[src/rtl/png_stream_pkg.sv]
// Shared types and constants for the PNG pixel invert stream.
package png_stream_pkg;

  localparam int DIM_W_DEF   = 16;
  localparam int CNT_W_DEF   = 32;
  localparam int MAX_CHANNEL = 4;

  typedef enum logic [1:0] {
    IDLE  = 2'd0,
    CHECK = 2'd1,
    RUN   = 2'd2,
    DRAIN = 2'd3
  } state_t;

  typedef struct packed {
    logic [7:0] data;
    logic       sof;
    logic       eol;
    logic       eof;
  } pix_beat_t;

  // Bytes per pixel must be 1..MAX_CHANNEL.
  function automatic logic ch_ok(input logic [2:0] ch);
    return (ch != 3'd0) && (32'(ch) <= MAX_CHANNEL);
  endfunction

endpackage

[src/rtl/png_skid_buf.sv]
// Two-entry valid/ready buffer of pix_beat_t with a registered input ready.
// `en` says whether the upstream side may be accepted in the next cycle.
module png_skid_buf
  import png_stream_pkg::*;
(
  input  logic      clk,
  input  logic      reset,
  input  logic      en,
  input  logic      in_valid,
  output logic      in_ready,
  input  pix_beat_t in_beat,
  output logic      out_valid,
  input  logic      out_ready,
  output pix_beat_t out_beat
);

  pix_beat_t  mem [2];
  logic       wr_ptr, rd_ptr;
  logic [1:0] cnt, cnt_nxt;
  logic       push, pop;

  assign push      = in_valid && in_ready;
  assign out_valid = (cnt != 2'd0);
  assign pop       = out_valid && out_ready;
  assign out_beat  = mem[rd_ptr];

  // Occupancy after this edge; ready is derived from it so it can be a flop.
  always_comb begin
    cnt_nxt = cnt;
    if (push && !pop) cnt_nxt = cnt + 2'd1;
    else if (pop && !push) cnt_nxt = cnt - 2'd1;
  end

  // Storage, pointers and the registered ready.
  always_ff @(posedge clk) begin
    if (reset) begin
      mem[0]   <= '0;
      mem[1]   <= '0;
      wr_ptr   <= 1'b0;
      rd_ptr   <= 1'b0;
      cnt      <= 2'd0;
      in_ready <= 1'b0;
    end else begin
      if (push) begin
        mem[wr_ptr] <= in_beat;
        wr_ptr      <= ~wr_ptr;
      end
      if (pop) rd_ptr <= ~rd_ptr;
      cnt      <= cnt_nxt;
      in_ready <= en && (cnt_nxt != 2'd2);
    end
  end

endmodule

[src/rtl/png_pixel_invert_stream.sv]
// PNG raster byte stream inverter: 255-x per byte, with sof/eol/eof markers.
// Optional macro PNG_ALPHA_KEEP_EN: alpha bytes (ch==4 dpt 3, ch==2 dpt 1)
// pass through unchanged.
module png_pixel_invert_stream
  import png_stream_pkg::*;
#(
  parameter int DIM_W = DIM_W_DEF,
  parameter int CNT_W = CNT_W_DEF
) (
  input  logic             clk,
  input  logic             reset,
  input  logic             start,
  input  logic [DIM_W-1:0] cfg_width,
  input  logic [DIM_W-1:0] cfg_height,
  input  logic [2:0]       cfg_channel,
  output logic             busy,
  output logic             done,
  output logic             err,
  input  logic             s_valid,
  output logic             s_ready,
  input  logic [7:0]       s_data,
  output logic             m_valid,
  input  logic             m_ready,
  output logic [7:0]       m_data,
  output logic             m_sof,
  output logic             m_eol,
  output logic             m_eof
);

  state_t           state, state_nxt;
  logic [DIM_W-1:0] w_q, h_q, pxl, line;
  logic [2:0]       ch_q, dpt;
  logic [CNT_W-1:0] total_q, byte_cnt;
  logic             bad, acc, last, eof_hs, keep;
  logic             last_dpt, last_pxl, last_line;
  pix_beat_t        in_beat, out_beat;

  assign bad    = (w_q == '0) || (h_q == '0) || !ch_ok(ch_q);
  assign acc    = s_valid && s_ready;
  assign last   = (byte_cnt == total_q - CNT_W'(1));
  assign eof_hs = m_valid && m_ready && m_eof;
  assign busy   = (state != IDLE);

  assign last_dpt  = (dpt == ch_q - 3'd1);
  assign last_pxl  = (pxl == w_q - DIM_W'(1));
  assign last_line = (line == h_q - DIM_W'(1));

`ifdef PNG_ALPHA_KEEP_EN
  assign keep = ((ch_q == 3'd4) && (dpt == 3'd3)) || ((ch_q == 3'd2) && (dpt == 3'd1));
`else
  assign keep = 1'b0;
`endif

  // Beat formed from the position counters at accept time.
  always_comb begin
    in_beat      = '0;
    in_beat.data = keep ? s_data : ~s_data;
    in_beat.sof  = (dpt == 3'd0) && (pxl == '0) && (line == '0);
    in_beat.eol  = last_dpt && last_pxl;
    in_beat.eof  = last_dpt && last_pxl && last_line;
  end

  // Next-state logic for the frame FSM.
  always_comb begin
    state_nxt = state;
    case (state)
      IDLE:  if (start) state_nxt = CHECK;
      CHECK: state_nxt = bad ? IDLE : RUN;
      RUN:   if (acc && last) state_nxt = DRAIN;
      DRAIN: if (eof_hs) state_nxt = IDLE;
      default: state_nxt = IDLE;
    endcase
  end

  // State, config latch, status and position counters.
  always_ff @(posedge clk) begin
    if (reset) begin
      state    <= IDLE;
      done     <= 1'b0;
      err      <= 1'b0;
      w_q      <= '0;
      h_q      <= '0;
      ch_q     <= '0;
      total_q  <= '0;
      byte_cnt <= '0;
      dpt      <= '0;
      pxl      <= '0;
      line     <= '0;
    end else begin
      state <= state_nxt;
      done  <= ((state == CHECK) && bad) || ((state == DRAIN) && eof_hs);
      case (state)
        IDLE: if (start) begin
          w_q  <= cfg_width;
          h_q  <= cfg_height;
          ch_q <= cfg_channel;
          err  <= 1'b0;
        end
        CHECK: begin
          err      <= bad;
          total_q  <= CNT_W'(w_q) * CNT_W'(h_q) * CNT_W'(ch_q);
          byte_cnt <= '0;
          dpt      <= '0;
          pxl      <= '0;
          line     <= '0;
        end
        RUN: if (acc) begin
          byte_cnt <= byte_cnt + CNT_W'(1);
          if (!last_dpt) dpt <= dpt + 3'd1;
          else begin
            dpt <= '0;
            if (!last_pxl) pxl <= pxl + DIM_W'(1);
            else begin
              pxl  <= '0;
              line <= last_line ? '0 : line + DIM_W'(1);
            end
          end
        end
        default: ;
      endcase
    end
  end

  png_skid_buf u_buf (
    .clk       (clk),
    .reset     (reset),
    .en        (state_nxt == RUN),
    .in_valid  (s_valid),
    .in_ready  (s_ready),
    .in_beat   (in_beat),
    .out_valid (m_valid),
    .out_ready (m_ready),
    .out_beat  (out_beat)
  );

  // Markers are only meaningful alongside a valid byte.
  assign m_data = out_beat.data;
  assign m_sof  = m_valid && out_beat.sof;
  assign m_eol  = m_valid && out_beat.eol;
  assign m_eof  = m_valid && out_beat.eof;

endmodule
[config.mk]
export PLATFORM = sky130hd
export DESIGN_NAME = png_pixel_invert_stream
export DESIGN_NICKNAME = d
export VERILOG_FILES = /design/src/rtl/png_stream_pkg.sv /design/src/rtl/png_skid_buf.sv /design/src/rtl/png_pixel_invert_stream.sv
export SDC_FILE = /design/constraint.sdc
export NUM_CORES = 1
export LEC_CHECK = 0
export ABC_CLOCK_PERIOD_IN_PS = 9000
export BUFFER_PORTS_ARGS = -buffer_cell sky130_fd_sc_hd__buf_2
export CORE_MARGIN = 4
export CORE_UTILIZATION = 59
export DETAILED_ROUTE_END_ITERATION = 7
export GPL_TIMING_DRIVEN = 0
export PLACE_DENSITY = 0.84
export SETUP_SLACK_MARGIN = 0.1
export SYNTH_ARGS = -nofsm -noshare
export SYNTH_HDL_FRONTEND = slang
export SYNTH_HIERARCHICAL = 1
export SYNTH_SLANG_ARGS = --single-unit
[constraint.sdc]
create_clock -name clk -period 9 [get_ports clk]
set_clock_uncertainty 0.2 [all_clocks]
set_input_delay 0.9 -clock clk [delete_from_list [all_inputs] [get_ports clk]]
set_output_delay 0.9 -clock clk [all_outputs]
set_load 0.05 [all_outputs]
# After elaboration in Yosys (flattened, before gate mapping)
# Memories as Yosys holds them, arrays and structs flattened. A register that Yosys moved wholly into a read port is not among the register bits.
# Cells that the tools add are included.
word_totals:
  register_bits: 143
  latchBits: 0
  ramBits: 22
  mem_bits_ro: 0
  input_bits: 48
  output_inout_bits: 16
  word_cells: 118
  mem_count: 1
op_classes:
  add_sub_neg: 10
  multipliers: 2
  n_div: 0
  n_lt_le_gt_ge: 1
  n_eq_ne: 13
  shift: 0
  mux: 33
  bitwise: 3
  reduce_logical: 40
mem_list:
  columns: ["memory", "words", "width", "rd", "rd_clocked_by_memory_dff", "wr", "line", "rtl"]
  rows:
  - ["u_buf.mem", 2, 11, 1, 1, 2, "png_skid_buf.sv:17", "pix_beat_t mem [2];"]
op_table:
  columns: ["operator", "n"]
  rows:
  - ["16-bit two-way mux", 7]
  - ["16-bit zero test", 4]
  - ["16-bit one-hot mux with 2 select lines", 2]
  - ["32-bit one-hot mux with 2 select lines", 1]
  - ["16-bit by 1-bit adder with 16-bit output (second input constant)", 2]
  - ["32-bit by 1-bit adder with 32-bit output (second input constant)", 1]
  - ["16-bit == test", 2]
  - ["32-bit == test", 1]
  - ["16-bit by 16-bit multiplier with 32-bit output", 1]
  - ["32-bit by 3-bit multiplier with 32-bit output", 1]
  - ["32-bit two-way mux", 1]
  - ["16-bit by 1-bit subtractor with 16-bit output (second input constant)", 2]
  - ["32-bit by 1-bit subtractor with 32-bit output (second input constant)", 1]
  - ["1-bit logical AND", 17]
  - ["2-bit two-way mux", 6]
  - ["11-bit two-way mux", 1]
  - ["11-bit OR reduction", 1]
  - ["1-bit two-way mux", 10]
  - ["2-bit != test (second input constant)", 5]
  - ["8-bit NOT", 1]
  - ["2-bit one-hot mux with 4 select lines", 1]
  - ["2-bit nonzero test", 4]
  - ["2-bit == test (second input constant)", 3]
  - ["3-bit two-way mux", 2]
  - ["18 further kinds", 25]

# Logic depth before layout (Yosys ltp)
logic_depth:
  ltp_word: 8
  mapped_depth: 38
  depth_no_buf: 36

# Modules after synthesis
# Netlist, hierarchy kept.
modules_own_cells:
  columns: ["mod", "n_inst", "cells_per_inst", "area_per_inst_um2", "seq_area_each_um2"]
  rows:
  - ["png_pixel_invert_stream", 1, 2422, 18913.1, 2762.6]
  - ["png_skid_buf", 1, 93, 1251.2, 780.7]

# Worst setup path after synthesis
# OpenSTA, ideal clock, no wires.
synth_path:
  path_kind: "reg2reg"
  from: "register w_q[7]"
  to: "register total_q[31]"
  setup_ns: 0.129
  arrival_ns: 8.959
  required_ns: 8.671
  setup_slack_ns: -0.289
  stages_incl_launch_ff: 39
  n_path_buf: 2
  period_less_slack_ns: 9.289
  path_cell_list: "dfxtp_1 > clkbuf_1 > clkbuf_1 > nand2_1 > fa_1 > inv_1 > fa_1 > inv_1 > fa_1 > inv_1 > fa_1 > fa_1 > inv_1 > fa_1 > inv_1 > ha_1 > a21oi_1 > o221ai_1 > [... 3 more ...] > o21ai_0 > nor2b_1 > xnor2_1 > nand2_1 > fa_1 > inv_1 > ha_1 > a211oi_1 > o21a_1 > o221ai_1 > o31a_1 > a21oi_1 > o21ai_1 > a41oi_1 > o21bai_1 > xor3_1 > xnor3_1 > o21ai_0"
synth_via:
  elab_chain_len: 2
synth_rtl:
  columns: ["item", "line", "rtl"]
  rows:
  - ["start: declaration", "png_pixel_invert_stream.sv:31", "logic [DIM_W-1:0] w_q, h_q, pxl, line;"]
  - ["start signal: assignment", "png_pixel_invert_stream.sv:94", "w_q <= cfg_width;"]
  - ["16-bit by 16-bit multiplier with 32-bit output", "png_pixel_invert_stream.sv:101", "total_q <= CNT_W'(w_q) * CNT_W'(h_q) * CNT_W'(ch_q);"]
  - ["32-bit by 3-bit multiplier with 32-bit output", "png_pixel_invert_stream.sv:101", null]
  - ["end signal: assignment", "png_pixel_invert_stream.sv:101", null]
  - ["end: declaration", "png_pixel_invert_stream.sv:33", "logic [CNT_W-1:0] total_q, byte_cnt;"]
# No other way between the ends.
# A chain may end at the register's enable or synchronous reset.

# Worst setup path in the final report
layout_path:
  from: "register h_q[8]"
  to: "register total_q[31]"
layout_via:
  elab_chain_len: 2
layout_rtl:
  columns: ["item", "line", "rtl"]
  rows:
  - ["start: declaration", "png_pixel_invert_stream.sv:31", null]
  - ["start signal: assignment", "png_pixel_invert_stream.sv:95", "h_q <= cfg_height;"]
  - ["16-bit by 16-bit multiplier with 32-bit output", "png_pixel_invert_stream.sv:101", null]
  - ["32-bit by 3-bit multiplier with 32-bit output", "png_pixel_invert_stream.sv:101", null]
# No other way between the ends.

==> results.yml <==
clock_network:
  cts_sinks: 166
  clk-insertion-delay-late_ns: 0.45
  clk_path_buf_depth: 2
  h-tree-depth: 4
  cts_tree: "built"
  clock-root-buffer: "clkbuf_16"
  numCtsBuffers: 17
  path_clk_slew_ns: 0.06
  cts_hold_buf: 0
critical_path:
  crit_buf_inv: 8
  path_class: "flip-flop to flip-flop"
  cpLargestDelayFamily: "adder cells"
  crit_path_max_fanout: 4
  slowest_stage: "fa_1"
  worstReg2RegEnd: "total_q[31]"
  crit_path_start_kind: "flip-flop"
  required_ns: 9.13
  arrival_ns: 9.10
  reg2reg_setup_slack_ns: 0.03
  r2r_cells: 37
  timing.rr.start: "h_q[8]"
  end_kind: "flip-flop"
  critPathMaxStageDelay_ns: 0.57
power:
  p_leak_nw: 10.72
  clockPowerShare_pct: 28.1
  power_density_nw_per_um2: 105.4
  irDropWorstVdd_v: 0.0001581
  p_int_mw: 1.533
  pwr-share-seq_pct: 32.6
  pwr-share-comb_pct: 39.3
  sw_frac_of_total_pct: 38.03
  switching_power_uw: 940.4
synthesis:
  ys_seq_area_share_pct: 17.57
  synth.area.top_cells: "fa_1 (22%), dfxtp_1 (14%), ha_1 (9.1%)"
  netlist.top_cell.by_area: "fa_1"
  synth.top_cell.area_share_pct: 22.24
  netlist_area_um2: 20160
  avgSynthCellArea_um2: 8.018
  yosysWarnings: 6
  synth_edf_count: 22
  syn_inst: 2515
  synth_async_sr_flop_share_pct: 0
  synth.top_cells.by_count: "nand2_1 (424), inv_1 (344), fa_1 (224)"
  synth_cell_types: 81
  yosys_most_used_dff: "dfxtp_1"
  yosysMostFrequentCell: "nand2_1"
  ys_ff_latch: 166
  synth.net_count: 2933
timing:
  relSlewSlack_pct: -1.585
  timing.final.ws_setup_ns: 0.02916
  setup_viol: 0
  period_share_pct: 99.68
  final_hold_viol_count: 0
  hold_slack_ns: 0.2990
  grt_setup_unrepaired: "yes"
  period_needed_ns: 8.971
  max_freq_ghz: 0.1115
  worstMarginPinSlew_ns: 1.485
  drv_slew: 1
finish:
  final_nets: 3090
  layoutNonFillerInstCount: 3134
  area.growth.synth_to_final_pct: 16.35
  final_core_util_pct: 69.79
  stdcell_area_um2: 23460
  nFillCells: 2477
  drive_above_1_share_pct: 14.15
worst_hold_path:
  hold_depth: 2
  holdPathEnd: "total_q[31]"
  holdCritStartpoint: "total_q[31]"
  hold_path.class: "flip-flop to flip-flop"
routing:
  first_pass_iters: 7
  viasPerCell: 5.965
  detail-route-antenna-nets: 0
  avgRoutedWirePerCell_um: 19.74
  drt_iter0_drc: 1594
  vias: 18690
  wl_mm: 61.88
  drc: 0
place:
  post_dp_cell_area_um2: 21130
  placed_cells: 3026
  dp_hpwl_mm: 44.08
  gp_congestion: 0.9853
  dpl_worst_slack_ns: -1.574
  io_buffers: 63
floorplanning:
  die_area_um2: 37200
  rows: 67
  dieHeight_um: 192.9
  initial_core_util_pct: 59.98
  core-area_um2: 33620
  pin_count: 64
  fp.dieW_um: 192.9
global_routing:
  grt_max_degree: 17
  track_usage_pct: 33.72
  overflow: 0
  antenna_found_initial: 2
  grt_pass1_wl_mm: 98.26
  grt_pass1_vias: 19010
status:
  status: "finished, violations left"
  violations: "max-capacitance violations, max-slew violations"
flow_run:
  max_cap_viol_count: 1
-- layout by cell type, fill, tap and decap left out, drive strengths merged, types with 7 or more instances in the layout --
cell / synthesis / final
nand4: 22 / 22
fa: 224 / 224
mux2: 12 / 12
nand3: 59 / 59
o31ai: 7 / 7
nor2b: 20 / 20
xor2: 74 / 74
nand2: 425 / 425
o21a: 12 / 12
or2: 12 / 12
inv: 344 / 345
a211oi: 13 / 13
nand2b: 18 / 18
or4: 8 / 8
and3: 21 / 21
mux2i: 13 / 13
a31oi: 8 / 8
nor2: 155 / 155
buf: 14 / 167
a21oi: 137 / 137
o21ai: 66 / 66
edfxtp: 22 / 22
nor4: 29 / 29
dfxtp: 144 / 144
or3: 9 / 9
ha: 146 / 146
clkbuf: 114 / 121
and2: 155 / 155
a21o: 17 / 17
nand3b: 7 / 7
clkinv: 0 / 7
nor3: 34 / 34
xnor2: 102 / 102
-- worst max-delay path by stage --
stage                     startpoint           to  slack, ns  cells past startpoint
after floorplan              w_q[15]  total_q[31]       0.11                     35
after global placement        h_q[6]  total_q[31]      -1.37                     36
after detailed placement      h_q[6]  total_q[31]      -1.57                     36
after CTS                     h_q[4]  total_q[31]        0.1                     36
after global routing          w_q[9]  total_q[29]      -0.23                     38
final                         h_q[8]  total_q[31]       0.03                     37
-- state kept, by name, indices dropped and copies added, names as in the netlist, named ones only --
name / flops
h_q: 16
u_buf/mem: 22
pxl: 16
u_buf/wr_ptr: 1
done: 1
total_q: 32
u_buf/rd_ptr: 1
u_buf/cnt: 2
state: 2
w_q: 16
ch_q: 3
err: 1
line: 16
u_buf/in_ready: 1
byte_cnt: 32
dpt: 3
-- power by group through the flow --
| stage | Sequential [mW] | Clock (mW) | Combinational [mW] |
|---|---|---|---|
| after floorplan | 0.813 | 0 | 0.585 |
| after global placement | 0.815 | 0 | 0.786 |
| after detailed placement | 0.817 | 0 | 0.806 |
| after CTS | 0.800 | 0.686 | 0.910 |
| after global routing | 0.807 | 0.724 | 1.04 |
| final | 0.805 | 0.695 | 0.973 |
-- area by class of cell --
type	count	area, µm²	share of cell area [%]
Sequential cell	166	3583	15.27
Clock buffer	22	444.2	1.893
Antenna cell	1	2.502	0.01067
Multi-Input combinational cell	1877	15300	65.22
Timing Repair Buffer	140	1002	4.272
Buffer	126	1191	5.077
Inverter	344	1291	5.504
Clock inverter	10	85.08	0.3626
Tap cell	448	560.5	2.389
-- worst reg2reg max path, delay by kind of cell, from the launching register on --
| kind | cells | cell delay (ns) |
|---|---|---|
| AND/OR/NAND/NOR | 8 | 1.55 |
| XOR/XNOR | 2 | 0.52 |
| adder cells (fa/ha/maj) | 9 | 4.15 |
| flip-flops | 1 | 0.35 |
| buffers and inverters | 8 | 0.69 |
| AO/OA/AOI/OAI | 10 | 1.39 |
-- metal layers --
metal  vias to the layer above  track usage, %  routed length [µm]
met5                         -               0                   0
met4                         0           16.76                3521
met3                       273           7.978                6505
met2                      1061           55.33               28820
met1                      9033           41.70               23030
li1                       8327               -                   -
-- per-stage QoR --
stage	total power, mW	TNS, ns
floorplan	1.398	0
global placement	1.601	-5.316
detailed placement	1.623	-7.353
CTS	2.396	0
global route	2.572	-0.8603
finish	2.473	0
-- logic make-up after synthesis --
group                    share of synthesized area, %
AO/OA/AOI/OAI                                   9.370
XOR/XNOR                                        7.874
adder cells (fa/ha/maj)                         31.30
buffers and inverters                           8.867
flip-flops                                      17.57
multiplexers                                    1.315
AND/OR/NAND/NOR                                 23.70
-- what timing repair did --
action                                  4_1_cts  5_1_grt
endpoints found under the setup margin       14        9
resized for setup                           216       84
buffers inserted                             57       19
pin swaps                                    38       31
gates cloned                                  1        0
Note: power is estimated with default switching activity, not from simulation.
